$ cat config.mk
export PLATFORM = sky130hd
export DESIGN_NAME = canbus_rx
export DESIGN_NICKNAME = d
export VERILOG_FILES = /design/src/rtl/canbus_rx.sv
export SDC_FILE = /design/constraint.sdc
export NUM_CORES = 1
export LEC_CHECK = 0
export BUFFER_PORTS_ARGS = -buffer_cell sky130_fd_sc_hd__buf_2
export CAP_MARGIN = 30
export CORE_AREA = 5 5 157 159
export CTS_BUF_LIST = sky130_fd_sc_hd__clkbuf_8
export CTS_CLUSTER_DIAMETER = 100
export DETAILED_ROUTE_END_ITERATION = 8
export DIE_AREA = 0 0 162 164
export SYNTH_ARGS = -nofsm -noshare
export SYNTH_HDL_FRONTEND = slang
export SYNTH_SLANG_ARGS = --single-unit
$ cat constraint.sdc
create_clock -name clk -period 4.6 [get_ports clk]
set_input_delay 0.92 -clock clk [delete_from_list [all_inputs] [get_ports clk]]
set_output_delay 0.92 -clock clk [all_outputs]
set_load 0.005 [all_outputs]
$ cat src/rtl/canbus_rx.sv
// canbus_rx: CAN 2.0A classic-frame receiver with bit-time recovery, destuffing, CRC-15 and form checks.
// Define CANBUS_RX_ACK_EN to build the ACK-slot drive; without it ack_tx is tied recessive.
module canbus_rx #(
    parameter int DIVIDER   = 53,
    parameter int IDLE_BITS = 10
) (
    input  logic        clk,
    input  logic        rst,
    input  logic        rx,
    output logic        ack_tx,
    output logic [10:0] rx_arib,
    output logic        rx_rtr,
    output logic [3:0]  rx_dlc,
    output logic [31:0] outdata,
    output logic        valid,
    output logic        error,
    output logic [1:0]  err_code,
    output logic        busy
);
    localparam int CW = $clog2(DIVIDER + 1);
    localparam int IW = $clog2(IDLE_BITS + 1);
    localparam logic [CW-1:0] DIV_C  = CW'(DIVIDER);
    localparam logic [CW-1:0] HALF_C = CW'(DIVIDER / 2);

    typedef enum logic [2:0] {
        WAIT_IDLE, IDLE, SOF, RECV, CRCDEL, ACKSLOT, ACKDEL
    } state_t;

    state_t        state_q, state_d;
    logic          rx_meta_q, rxs_q, rxs_prev_q;
    logic [CW-1:0] cnt_q, cnt_d;
    logic [IW-1:0] idle_q, idle_d;
    logic [2:0]    run_q, run_d;
    logic          last_q, last_d;
    logic [6:0]    fcnt_q, fcnt_d;
    logic [14:0]   crc_q, crc_d;
    logic          crc_ok_q, crc_ok_d;
    logic [64:0]   sr_q, sr_d;
    logic          busy_q, busy_d, valid_q, valid_d, error_q, error_d;
    logic [1:0]    code_q, code_d, err_v;
    logic [10:0]   arib_q, arib_d;
    logic          rtr_q, rtr_d;
    logic [3:0]    dlc_q, dlc_d;
    logic [31:0]   data_q, data_d;
    logic          fall, smp;

    function automatic logic [14:0] crc_step(input logic [14:0] c, input logic b);
        logic fb;
        fb = b ^ c[14];
        crc_step = {c[13:0], 1'b0} ^ (fb ? 15'h4599 : 15'h0000);
    endfunction

    assign fall = rxs_prev_q & ~rxs_q;
    assign smp  = (cnt_q == '0);

    always_comb begin
        state_d  = state_q;
        cnt_d    = cnt_q;
        idle_d   = idle_q;
        run_d    = run_q;
        last_d   = last_q;
        fcnt_d   = fcnt_q;
        crc_d    = crc_q;
        crc_ok_d = crc_ok_q;
        sr_d     = sr_q;
        busy_d   = busy_q;
        valid_d  = 1'b0;
        error_d  = 1'b0;
        code_d   = code_q;
        arib_d   = arib_q;
        rtr_d    = rtr_q;
        dlc_d    = dlc_q;
        data_d   = data_q;
        err_v    = 2'd0;
        case (state_q)
            WAIT_IDLE: begin
                if (!rxs_q) begin
                    idle_d = '0;
                    cnt_d  = DIV_C;
                end else if (smp) begin
                    cnt_d = DIV_C;
                    if (idle_q == IW'(IDLE_BITS - 1)) begin
                        idle_d  = '0;
                        state_d = IDLE;
                    end else begin
                        idle_d = idle_q + IW'(1);
                    end
                end else begin
                    cnt_d = cnt_q - CW'(1);
                end
            end
            IDLE: begin
                if (fall) begin
                    cnt_d   = HALF_C;
                    state_d = SOF;
                end
            end
            default: begin
                // Hard resync on every recessive-to-dominant edge while in a frame.
                if (fall)     cnt_d = HALF_C;
                else if (smp) cnt_d = DIV_C;
                else          cnt_d = cnt_q - CW'(1);
                if (smp) begin
                    case (state_q)
                        SOF: begin
                            if (!rxs_q) begin
                                busy_d  = 1'b1;
                                crc_d   = '0;
                                fcnt_d  = '0;
                                run_d   = 3'd1;
                                last_d  = 1'b0;
                                state_d = RECV;
                            end else begin
                                state_d = IDLE;
                            end
                        end
                        RECV: begin
                            if (run_q == 3'd5) begin
                                if (rxs_q == last_q) begin
                                    err_v = 2'd1;
                                end else begin
                                    last_d = rxs_q;
                                    run_d  = 3'd1;
                                    if (fcnt_q == 7'd65) state_d = CRCDEL;
                                end
                            end else begin
                                run_d  = (rxs_q == last_q) ? run_q + 3'd1 : 3'd1;
                                last_d = rxs_q;
                                sr_d   = {sr_q[63:0], rxs_q};
                                fcnt_d = fcnt_q + 7'd1;
                                if (fcnt_q < 7'd50) crc_d = crc_step(crc_q, rxs_q);
                                if ((fcnt_q == 7'd12 || fcnt_q == 7'd13) && rxs_q) begin
                                    err_v = 2'd3;
                                end else if (fcnt_q == 7'd64) begin
                                    crc_ok_d = (crc_q == {sr_q[13:0], rxs_q});
                                    // A stuff bit may still follow the last CRC bit.
                                    if (run_d != 3'd5) state_d = CRCDEL;
                                end
                            end
                        end
                        CRCDEL: begin
                            if (!rxs_q) err_v = 2'd3;
                            else        state_d = ACKSLOT;
                        end
                        ACKSLOT: state_d = ACKDEL;
                        ACKDEL: begin
                            if (!crc_ok_q) begin
                                err_v = 2'd2;
                            end else if (!rxs_q) begin
                                err_v = 2'd3;
                            end else begin
                                arib_d  = sr_q[64:54];
                                rtr_d   = sr_q[53];
                                dlc_d   = sr_q[50:47];
                                data_d  = sr_q[46:15];
                                valid_d = 1'b1;
                                busy_d  = 1'b0;
                                idle_d  = '0;
                                cnt_d   = DIV_C;
                                state_d = WAIT_IDLE;
                            end
                        end
                        default: state_d = WAIT_IDLE;
                    endcase
                end
            end
        endcase
        if (err_v != 2'd0) begin
            error_d = 1'b1;
            code_d  = err_v;
            busy_d  = 1'b0;
            idle_d  = '0;
            cnt_d   = DIV_C;
            state_d = WAIT_IDLE;
        end
    end

    always_ff @(posedge clk) begin
        if (rst) begin
            state_q    <= WAIT_IDLE;
            rx_meta_q  <= 1'b1;
            rxs_q      <= 1'b1;
            rxs_prev_q <= 1'b1;
            cnt_q      <= DIV_C;
            idle_q     <= '0;
            run_q      <= '0;
            last_q     <= 1'b0;
            fcnt_q     <= '0;
            crc_ok_q   <= 1'b0;
            busy_q     <= 1'b0;
            valid_q    <= 1'b0;
            error_q    <= 1'b0;
            code_q     <= '0;
            arib_q     <= '0;
            rtr_q      <= 1'b0;
            dlc_q      <= '0;
            data_q     <= '0;
        end else begin
            state_q    <= state_d;
            rx_meta_q  <= rx;
            rxs_q      <= rx_meta_q;
            rxs_prev_q <= rxs_q;
            cnt_q      <= cnt_d;
            idle_q     <= idle_d;
            run_q      <= run_d;
            last_q     <= last_d;
            fcnt_q     <= fcnt_d;
            crc_ok_q   <= crc_ok_d;
            busy_q     <= busy_d;
            valid_q    <= valid_d;
            error_q    <= error_d;
            code_q     <= code_d;
            arib_q     <= arib_d;
            rtr_q      <= rtr_d;
            dlc_q      <= dlc_d;
            data_q     <= data_d;
        end
    end

    // CRC accumulator and field shifter are cleared/overwritten by every frame.
    always_ff @(posedge clk) begin
        crc_q <= crc_d;
        sr_q  <= sr_d;
    end

`ifdef CANBUS_RX_ACK_EN
    logic ack_q, ack_d;

    always_comb begin
        ack_d = ack_q;
        if (smp && state_q == CRCDEL && rxs_q && crc_ok_q)
            ack_d = 1'b0;
        else if ((smp && state_q == ACKSLOT) || err_v != 2'd0)
            ack_d = 1'b1;
    end

    always_ff @(posedge clk) begin
        if (rst) ack_q <= 1'b1;
        else     ack_q <= ack_d;
    end

    assign ack_tx = ack_q;
`else
    assign ack_tx = 1'b1;
`endif

    assign rx_arib  = arib_q;
    assign rx_rtr   = rtr_q;
    assign rx_dlc   = dlc_q;
    assign outdata  = data_q;
    assign valid    = valid_q;
    assign error    = error_q;
    assign err_code = code_q;
    assign busy     = busy_q;
endmodule
# Word-level counts from Yosys, hierarchy flattened
# Cells that the tools add are included.
dict set report word_totals {
  reg_bits 161
  output_inout_bits 54
  wordCells 159
  input_bits 3
}
dict set report classes {
  n_mux 65
  n_addsub 4
  bitwise 11
  n_eq_ne 34
  magnitude_cmp 1
  reduce_logical 24
}
# operator n
set op_table {}
lappend op_table {{15-bit 2-to-1 mux} 4}
lappend op_table {{3-bit 2-to-1 mux} 18}
lappend op_table {{6-bit 2-to-1 mux} 8}
lappend op_table {{15-bit one-hot mux with 2 select lines} 1}
lappend op_table {{4-bit 2-to-1 mux} 7}
lappend op_table {{5-bit inequality test, second input constant} 5}
lappend op_table {{6-bit AND reduction} 4}
lappend op_table {{2-bit inequality test, second input constant} 9}
lappend op_table {{2-bit nonzero test} 8}
lappend op_table {{15-bit == test} 1}
lappend op_table {{3-bit one-hot mux with 5 select lines} 1}
lappend op_table {{5-bit AND reduction} 3}
lappend op_table {{15-bit bitwise XOR} 1}
lappend op_table {{7-bit by 4-bit == test with 1-bit output, second input constant} 2}
lappend op_table {{7-bit == test, second input constant} 2}
lappend op_table {{2-bit 2-to-1 mux} 7}
lappend op_table {{7-bit 2-to-1 mux} 2}
lappend op_table {{7-bit one-hot mux with 2 select lines} 1}
lappend op_table {{13-bit AND reduction} 1}
lappend op_table {{3-bit == test, second input constant} 4}
lappend op_table {{3-bit one-hot mux with 2 select lines} 2}
lappend op_table {{6-bit one-hot mux with 2 select lines} 1}
lappend op_table {{1-bit 2-to-1 mux} 9}
lappend op_table {{3-bit inequality test, second input constant} 3}
lappend op_table {{25 further kinds} 35}

# Depth between registers and ports, before layout
# Gate-level depths: netlist of the first run.
dict set report logic_depth {
  depth_word 10
  ltp_mapped 9
  mapped_depth_nobuf 7
}

# Worst setup path before layout of the first run
# Ideal clock, no wire load.
dict set report synth_path {
  path_kind {register to register}
  from {register cnt_q[2]}
  to {register run_q[2]}
  t_arrival_ps 3854
  setup_ps 91
  slack_ps 655
  n_path_buf 1
  path_stages_with_launch 7
  t_required_ps 4509
  period_less_slack_ps 3945
  cell_sequence {dfxtp_1 -> or3_1 -> buf_2 -> nor4_4 -> nand2_2 -> a211o_1 -> a311oi_2}
}
dict set report synth_between {
  elab_chain_cells 2
}
# element line
set synth_lines {}
lappend synth_lines {{start, declared} 31} ;# logic [CW-1:0] cnt_q, cnt_d;
lappend synth_lines {{start signal, assigned} 203} ;# cnt_q <= cnt_d;
lappend synth_lines {{6-bit zero test} 54} ;# assign smp = (cnt_q == '0);
lappend synth_lines {{5-bit AND reduction (no line)} --}
lappend synth_lines {{end signal, assigned} 205} ;# run_q <= run_d;
lappend synth_lines {{end, declared} 33} ;# logic [2:0] run_q, run_d;
# No other way between the ends.
# A chain may end at the register's enable or synchronous reset.

# Worst setup path after layout of the first run
dict set report layout_path {
  from {register state_q[0]}
  to {register crc_ok_q}
}
dict set report layout_between {
  elab_chain_cells 4
  word_cells_on_any_way 6
  classes_between {eq/ne: 2; bitwise: 1; reduce/logical: 3}
}
# element line
set layout_lines {}
lappend layout_lines {{start, declared} 29} ;# state_t state_q, state_d;
lappend layout_lines {{start signal, assigned} 199} ;# state_q <= state_d;
lappend layout_lines {{3-bit by 1-bit == test with 1-bit output / 3-bit zero test (equally long branches)} 75} ;# case (state_q)
lappend layout_lines {{2-bit OR reduction (no line)} --}
lappend layout_lines {{1-bit inverter (no line)} --}
lappend layout_lines {{6-bit AND reduction (no line) *} --}
lappend layout_lines {{end signal, assigned} 208} ;# crc_ok_q <= crc_ok_d;
lappend layout_lines {{end, declared} 37} ;# logic crc_ok_q, crc_ok_d;
# Mark *: on every way between the ends. The rest lies on a longest branch, timed or not.

==> results of run 1 <==
final timing paths:
kind               to  depth (start not counted)        from  slack (ns)
max          crc_ok_q                          6  state_q[0]        1.61
min reg2reg     rxs_q                          1   rx_meta_q        0.41
min             rxs_q                          1   rx_meta_q        0.41
max reg2reg  crc_ok_q                          6  state_q[0]        1.61
where the power goes:
group	internal (mW)	switching (mW)
combinational	0.0133	0.0273
sequential	1.49	0.00612
clock	0.613	0.492
cell type report:
type | instances | share of cell area [%]
well taps | 290 | 4.96
multi-input cells | 380 | 29.1
clock buffers | 19 | 3.58
flip-flops and latches | 161 | 55.0
clock inverters | 13 | 2.31
inverters | 9 | 0.462
repair buffers | 61 | 4.55
flip-flops by register name, summed over array words and instances, names as in the netlist, 2 cells and up:
| name | cells |
|---|---|
| sr_q | 65 |
| outdata | 32 |
| crc_q | 15 |
| rx_arib | 11 |
| fcnt_q | 7 |
| cnt_q | 6 |
| idle_q | 4 |
| rx_dlc | 4 |
| run_q | 3 |
| state_q | 3 |
| err_code | 2 |
kinds of logic after synthesis:
kind of cell               count (synthesis)  share of synthesized area (%)
adders and majority gates                  8                           1.59
DFF                                      161                           63.7
other                                      1                         0.0594
AOI/OAI and AO/OA                        119                           11.0
buffers and inverters                     39                           2.58
and+or+nand+nor                          225                           17.2
xor gates and xnor gates                  25                           3.47
muxes                                      2                          0.317
synth_stat cells (6+ instances only):
library cell,n
o21ai_1,6
a21oi_1,69
nor2_1,23
xnor2_1,20
nand2_1,117
or2_2,11
nand2b_1,7
inv_1,9
nand4_1,9
clkbuf_1,22
dfxtp_1,81
nand3_1,8
and2_1,11
and3_1,8
ha_1,8
o21ai_0,11
edfxtp_1,80
metrics by stage:
| stage | hold WS (ns) | instances | worst slack [ns] | area, sq um | power (mW) |
|---|---|---|---|---|---|
| floorplan | 0.389 | 580 | 0.655 | 6310 | 1.56 |
| detailed placement | 0.392 | 901 | 1.54 | 6880 | 1.57 |
| finish | 0.412 | 933 | 1.61 | 7310 | 2.65 |
| global placement | 0.392 | 900 | 1.63 | 6880 | 1.57 |
| CTS | 0.414 | 933 | 1.54 | 7310 | 2.68 |
| global route | 0.430 | 933 | 1.30 | 7310 | 2.75 |
cells in the final DEF, fill, tap and decap left out, types with 12 or more instances in the layout:
cell type    n
dfxtp_1     81
nor2_1      23
inv_1       12
edfxtp_1    80
a21oi_1     69
buf_2       55
xnor2_1     20
nand2_1    117
clkbuf_8    19
routing by layer:
layer | GRT usage, % | wire length [microns]
met5 | 0 | 0
met4 | 3.88 | 210
met3 | 2.91 | 680
met2 | 14.0 | 5230
met1 | 13.3 | 6430
worst reg2reg max path: stages, from the launching register on:
cell and delay [ns]:
dfxtp_1 0.72, nand3b_1 0.51, nor4_4 0.88, buf_12 0.37, nand3_1 0.17, mux2i_1 0.16
nor2_1 0.05
==> flow_summary.toml, run 1 <==
[grt]
grt_max_degree = 61
grt_pass1_vias = 4005
grt_antenna_before_repair = 0
overflow = 0
grt_first_pass_wirelength_microns = 20500
grt_use_total_pct = 9.61

[timing]
rsz0062_at_grt = "false"
tightest_slew_ns = 0.973
setup_viol = 0
slew_viol_final = 0
layout_min_cycle_time_ns = 2.99
max_freq_ghz = 0.335
setup_tns_ns = 0
max_slew_margin_pct = 34.6
period_share_pct = 65.0
skew_ns = 0.0136
final_hold_viol_count = 0

[die]
die_x_microns = 162
io_pins = 57
rows = 56
core_sq_mm = 0.0231
die_area_sq_mm = 0.0266
die-height_microns = 164
start_util_pct = 27.3

[power_and_ir_drop]
peakVddDrop_v = 0.000174
p_per_area_mw_per_mm2 = 362
leakagePower_nw = 2.50

[cts]
cts_hold_buf = 0
cts_tree = "built"
cts.sinks = 161
worstSkewPairLatency_ns = 0.44
cts_setup_buffers = 0
htree_levels = 4
cts.clk_slew.worst_paths_ns = 0.08
cts-buffers-inserted = 17
clk_path_buf_depth = 2
cts-resized-gates = 0
root_buffer = "clkbuf_8"

[drt]
num_vias = 4287
drc_errors = 0
routedWlPerCell_microns = 13.5
totalWireLength_microns = 12600
drt_iter0_markers = 327
routed_via_density = 4.59
first_pass_iters = 4
ant_nets = 0

[setup_path]
crit_path_cell_trace = "nand3b_1, nor4_4, buf_12, nand3_1, mux2i_1, nor2_1"
arrival_ns = 3.29
cp_top_family = "simple AND/OR/NAND/NOR gates"
crit_buf_inv = 1
crit_fanout = 58
start_kind = "register"
worstSetupPathType = "reg -> reg"
cp-end-kind = "register"
worst_ep_required_time_ns = 4.91
critPathMaxStageDelay_ns = 0.88
cp_slowest_cell = "nor4_4"

[cells_and_area]
area_delta_synth_final_pct = 15.9
seqCellArea_sq_mm = 0.00402
layout-drive-gt1-share_pct = 16.8
fill_cells = 2359
n_antenna_cell = 0
multi_input_area_sq_mm = 0.00213
fin_nets = 641
post-route-util_pct = 31.6

[flow_run]
drv_cap = 0

[logic_synthesis]
syn_avg_cell_area_sq_um = 10.9
synth_nets = 591
synth_largest_area_cell = "edfxtp_1"
netlist.area_leader.share_pct = 38.1
syn-cell-area_sq_mm = 0.00631
synth_flop_cell = "dfxtp_1"
synthTopCellsByArea = "edfxtp_1 (38%), dfxtp_1 (26%), nand2_1 (7.0%)"
synthArstFlopShare_pct = 0
synth-seq-cells = 161
synth.distinct_cells = 59
ys_warn_count = 0
synth_edf_count = 80
ys_seq_area_share_pct = 63.7
synth_cells = 580

[place]
dp_hpwl_microns = 8180
place_congestion = 0.798
portBuffers = 55

[outcome]
status = "finished, final reports clean"

[worst_hold_path]
hold_class = "reg -> reg"
No activity file was read; power rests on OpenSTA's default activity.
==> inputs of run 2 (changes only) <==
- clock period: 4.6 -> 3 ns (I/O delays scaled with it)
==> flow_summary.toml, run 2 (synthesized netlist as in run 1, its figures left out) <==
[cells_and_area]
fin_nets = 645
area_delta_synth_final_pct = 15.4
regMostFlops = "sr_q"
multi_input_area_sq_mm = 0.00214
final_common_cell = "nand2_1"
final_cell_mix = "nand2_1 (117), dfxtp_1 (80), edfxtp_1 (80)"
n_antenna_cell = 0
seqCellArea_sq_mm = 0.00403
layout-drive-gt1-share_pct = 18.2
fill_cells = 2357
largest_reg_flops = 65

[flow_run]
drv_cap = 0

[setup_path]
crit_fanout = 11
crit_path_cell_trace = "buf_4, or3b_2, o32ai_1, o211ai_1, or4b_1, a21oi_1"
cp_top_family = "simple AND/OR/NAND/NOR gates"
worstSetupPathType = "reg -> reg"
cp_slowest_cell = "dfxtp_1"
crit_buf_inv = 1
worst_ep_required_time_ns = 3.38
arrival_ns = 2.66
start_kind = "register"
cp-end-kind = "register"
critPathMaxStageDelay_ns = 0.53

[timing]
setup_viol = 0
skew_ns = 0.0127
period_share_pct = 75.9
final_hold_viol_count = 0
slew_viol_final = 0
layout_min_cycle_time_ns = 2.28
setup_tns_ns = 0
max_slew_margin_pct = 45.1
whs_ns = 0.330
max_freq_ghz = 0.439
tightest_slew_ns = 0.818
rsz0062_at_grt = "false"

[grt]
overflow = 0
grt_use_total_pct = 9.94
grt_max_degree = 66
grt_antenna_before_repair = 0
grt_pass1_vias = 4130
grt_first_pass_wirelength_microns = 21200

[drt]
totalWireLength_microns = 12900
routedWlPerCell_microns = 13.7
drt_iter0_markers = 404
num_vias = 4298
routed_via_density = 4.59
drc_errors = 0
ant_nets = 0
first_pass_iters = 6

[power_and_ir_drop]
p_int_mw = 2.90
clockPowerShare_pct = 38.0
p_per_area_mw_per_mm2 = 524
p_comb_share_pct = 1.7
share_seq_of_total_power_pct = 60.3
power_switching_uw = 910
p_sw_share_pct = 23.9
leakagePower_nw = 2.48
peakVddDrop_v = 0.000211

[worst_hold_path]
hold_class = "in -> reg"

[cts]
htree_levels = 4
cts.clk_slew.worst_paths_ns = 0.08
cts_tree = "built"
cts-resized-gates = 0
cts-buffers-inserted = 17
worstSkewPairLatency_ns = 0.45
cts_setup_buffers = 0
cts_hold_buf = 0
clk_path_buf_depth = 2
root_buffer = "clkbuf_8"
cts.sinks = 161

[place]
place_congestion = 0.841
portBuffers = 55
dp_hpwl_microns = 8170

[die]
die_x_microns = 162
start_util_pct = 27.3
die_area_sq_mm = 0.0266
core_sq_mm = 0.0231
rows = 56
die-height_microns = 164
io_pins = 57

[outcome]
status = "finished, final reports clean"
-- run 2: final timing paths --
kind	from	cells after the start	slack, ns	to
hold reg to reg	rx_meta_q	1	0.42	rxs_q
setup / recovery	state_q[0]	6	0.72	state_q[1]
setup reg to reg	state_q[0]	6	0.72	state_q[1]
hold / removal	rx	2	0.33	rx_meta_q
-- run 2: power by group through the flow --
stage | logic [mW] | registers, mW | clock network [mW]
5_1_grt | 0.0743 | 2.30 | 1.61
2_1_floorplan | 0.0529 | 2.35 | 0
3_5_place_dp | 0.0668 | 2.35 | 0
6_report | 0.0658 | 2.30 | 1.45
3_3_place_gp | 0.0667 | 2.35 | 0
4_1_cts | 0.0668 | 2.30 | 1.51
-- run 2: layout make-up --
class / count / area share, %
clock inverter: 15 / 1.67
timing repair buffer: 65 / 4.98
multi-input combinational: 380 / 29.4
clock buffer: 17 / 3.21
sequential: 161 / 55.3
inverter: 9 / 0.464
tap: 290 / 4.98
-- run 2: metal layers --
layer,global-route usage (%),vias to the layer above,wire [microns]
met5,0,-,0
met4,3.65,0,105
met3,2.69,9,618
met2,15.1,94,5720
met1,13.6,2041,6410
li1,-,2154,-
-- run 2: per-stage QoR --
step	cells	cell area, sq um	setup slack [ns]	total power [mW]	util, %
6_report	937	7280	0.724	3.81	31.5
2_1_floorplan	580	6330	-0.708	2.40	-
4_1_cts	937	7280	0.756	3.88	31.5
5_1_grt	937	7280	0.558	3.98	31.5
3_5_place_dp	905	6930	0.786	2.42	30.0
3_3_place_gp	905	6930	0.796	2.42	30.0
-- run 2: worst register-to-register path, cell delays in order (launching register included) --
cell      delay (ns)
dfxtp_1         0.53
buf_4           0.23
or3b_2          0.49
o32ai_1         0.16
o211ai_1        0.15
or4b_1          0.49
a21oi_1         0.15
==> inputs of run 3 (changes only) <==
- clock period: 3 -> 2.18 ns (I/O delays scaled with it)
==> flow_summary.toml, run 3 (synthesized netlist as in run 1, its figures left out) <==
[drt]
ant_nets = 0
wl_met2_microns = 5760
routedWlPerCell_microns = 13.8
highest_layer = "met4"
first_pass_iters = 4
met1Wirelength_microns = 6490
drc_errors = 0
drt_iter0_markers = 297
totalWireLength_microns = 13000
num_vias = 4298
routed_via_density = 4.55
routed-wl-met3_microns = 528

[power_and_ir_drop]
p_per_area_mw_per_mm2 = 719
leakagePower_nw = 2.54
peakVddDrop_v = 0.000330

[cells_and_area]
seqCellArea_sq_mm = 0.00403
final_common_cell = "nand2_1"
fin_area_sq_mm = 0.00741
regMostFlops = "sr_q"
n_antenna_cell = 0
largest_reg_flops = 65
fill_cells = 2370
multi_input_area_sq_mm = 0.00216
area_delta_synth_final_pct = 17.4
layout-drive-gt1-share_pct = 19.6
post-route-util_pct = 32.0
final_cell_mix = "nand2_1 (117), dfxtp_1 (80), edfxtp_1 (80)"
fin_nets = 652

[cts]
cts_setup_buffers = 0
root_buffer = "clkbuf_8"
cts_hold_buf = 0
cts-buffers-inserted = 17
cts.clk_slew.worst_paths_ns = 0.09
cts-resized-gates = 0
worstSkewPairLatency_ns = 0.45
cts.sinks = 161
clk_path_buf_depth = 2
htree_levels = 4
cts_tree = "built"

[worst_hold_path]
hold_class = "in -> reg"

[grt]
grt_use_total_pct = 9.85
overflow = 0
grt_pass1_vias = 4135
grt_first_pass_wirelength_microns = 20900
grt_max_degree = 63
grt_antenna_before_repair = 0

[flow_run]
drv_cap = 0

[setup_path]
cp-end-kind = "register"
start_kind = "register"
worst_ep_required_time_ns = 2.56
crit_fanout = 9
arrival_ns = 2.39
cp_slowest_cell = "dfxtp_1"
crit_path_cell_trace = "xnor2_1, o21bai_1, and3_1, or4b_1, a21oi_1"
critPathMaxStageDelay_ns = 0.62
worstSetupPathType = "reg -> reg"

[die]
rows = 56
die-height_microns = 164
start_util_pct = 27.3
die_area_sq_mm = 0.0266
die_x_microns = 162
core_sq_mm = 0.0231
io_pins = 57

[outcome]
status = "finished, final reports clean"

[timing]
setup_viol = 0
rsz0062_at_grt = "false"
period_share_pct = 91.8
final_hold_viol_count = 0
layout_min_cycle_time_ns = 2.00
whs_ns = 0.193
skew_ns = 0.0187
slew_viol_final = 0
max_freq_ghz = 0.500
tightest_slew_ns = 0.890
max_slew_margin_pct = 40.3

[place]
portBuffers = 55
place_congestion = 0.833
placed_cell_area_sq_mm = 0.00703
dp_hpwl_microns = 8500
run 3: cell count changes in the layout (fill, tap and decap cells not counted), sizes merged:
cell and delta:
buf +7, clkinv -3, clkinvlp +3, inv -3, clkbuf +2, bufinv +1
run 3: path summary, 6_finish.rpt:
path	cells after the start	slack [ns]	startpoint	end
setup reg to reg	5	0.18	rxs_q	state_q[1]
hold / removal	2	0.19	rx	rx_meta_q
hold reg to reg	1	0.41	rx_meta_q	rxs_q
setup / recovery	5	0.18	rxs_q	state_q[1]
run 3: metrics by stage:
stage	TNS, ns	total power, mW	setup slack (ns)	cells
floorplan	-91.25	3.30	-1.53	580
global placement	0	3.33	0.145	912
detailed placement	0	3.33	0.113	912
CTS	0	5.39	0.0854	944
global route	0	5.55	0.0435	944
finish	0	5.33	0.180	944
run 3: final cells by class:
class / count / share of cell area [%]
clock inverter: 13 / 1.50
timing repair buffer: 72 / 6.11
sequential: 161 / 54.3
clock buffer: 19 / 3.53
multi-input combinational: 380 / 29.2
inverter: 9 / 0.456
tap: 290 / 4.90
run 3: metal layers:
layer	GRT usage, %	up-vias
li1	-	2160
met1	13.1	2033
met2	15.1	84
met3	2.61	21
met4	4.31	0
met5	0	-
run 3: critical path: cells and delay by family, from the launching register on:
family / cells / cell delay (ns)
simple gates: 2 / 0.74
flops: 1 / 0.62
compound gates: 2 / 0.36
xor+xnor: 1 / 0.23
run 3: power breakdown:
part / internal (mW) / switching (mW)
sequential: 3.15 / 0.0120
clock: 0.961 / 1.10
combinational: 0.0350 / 0.0624
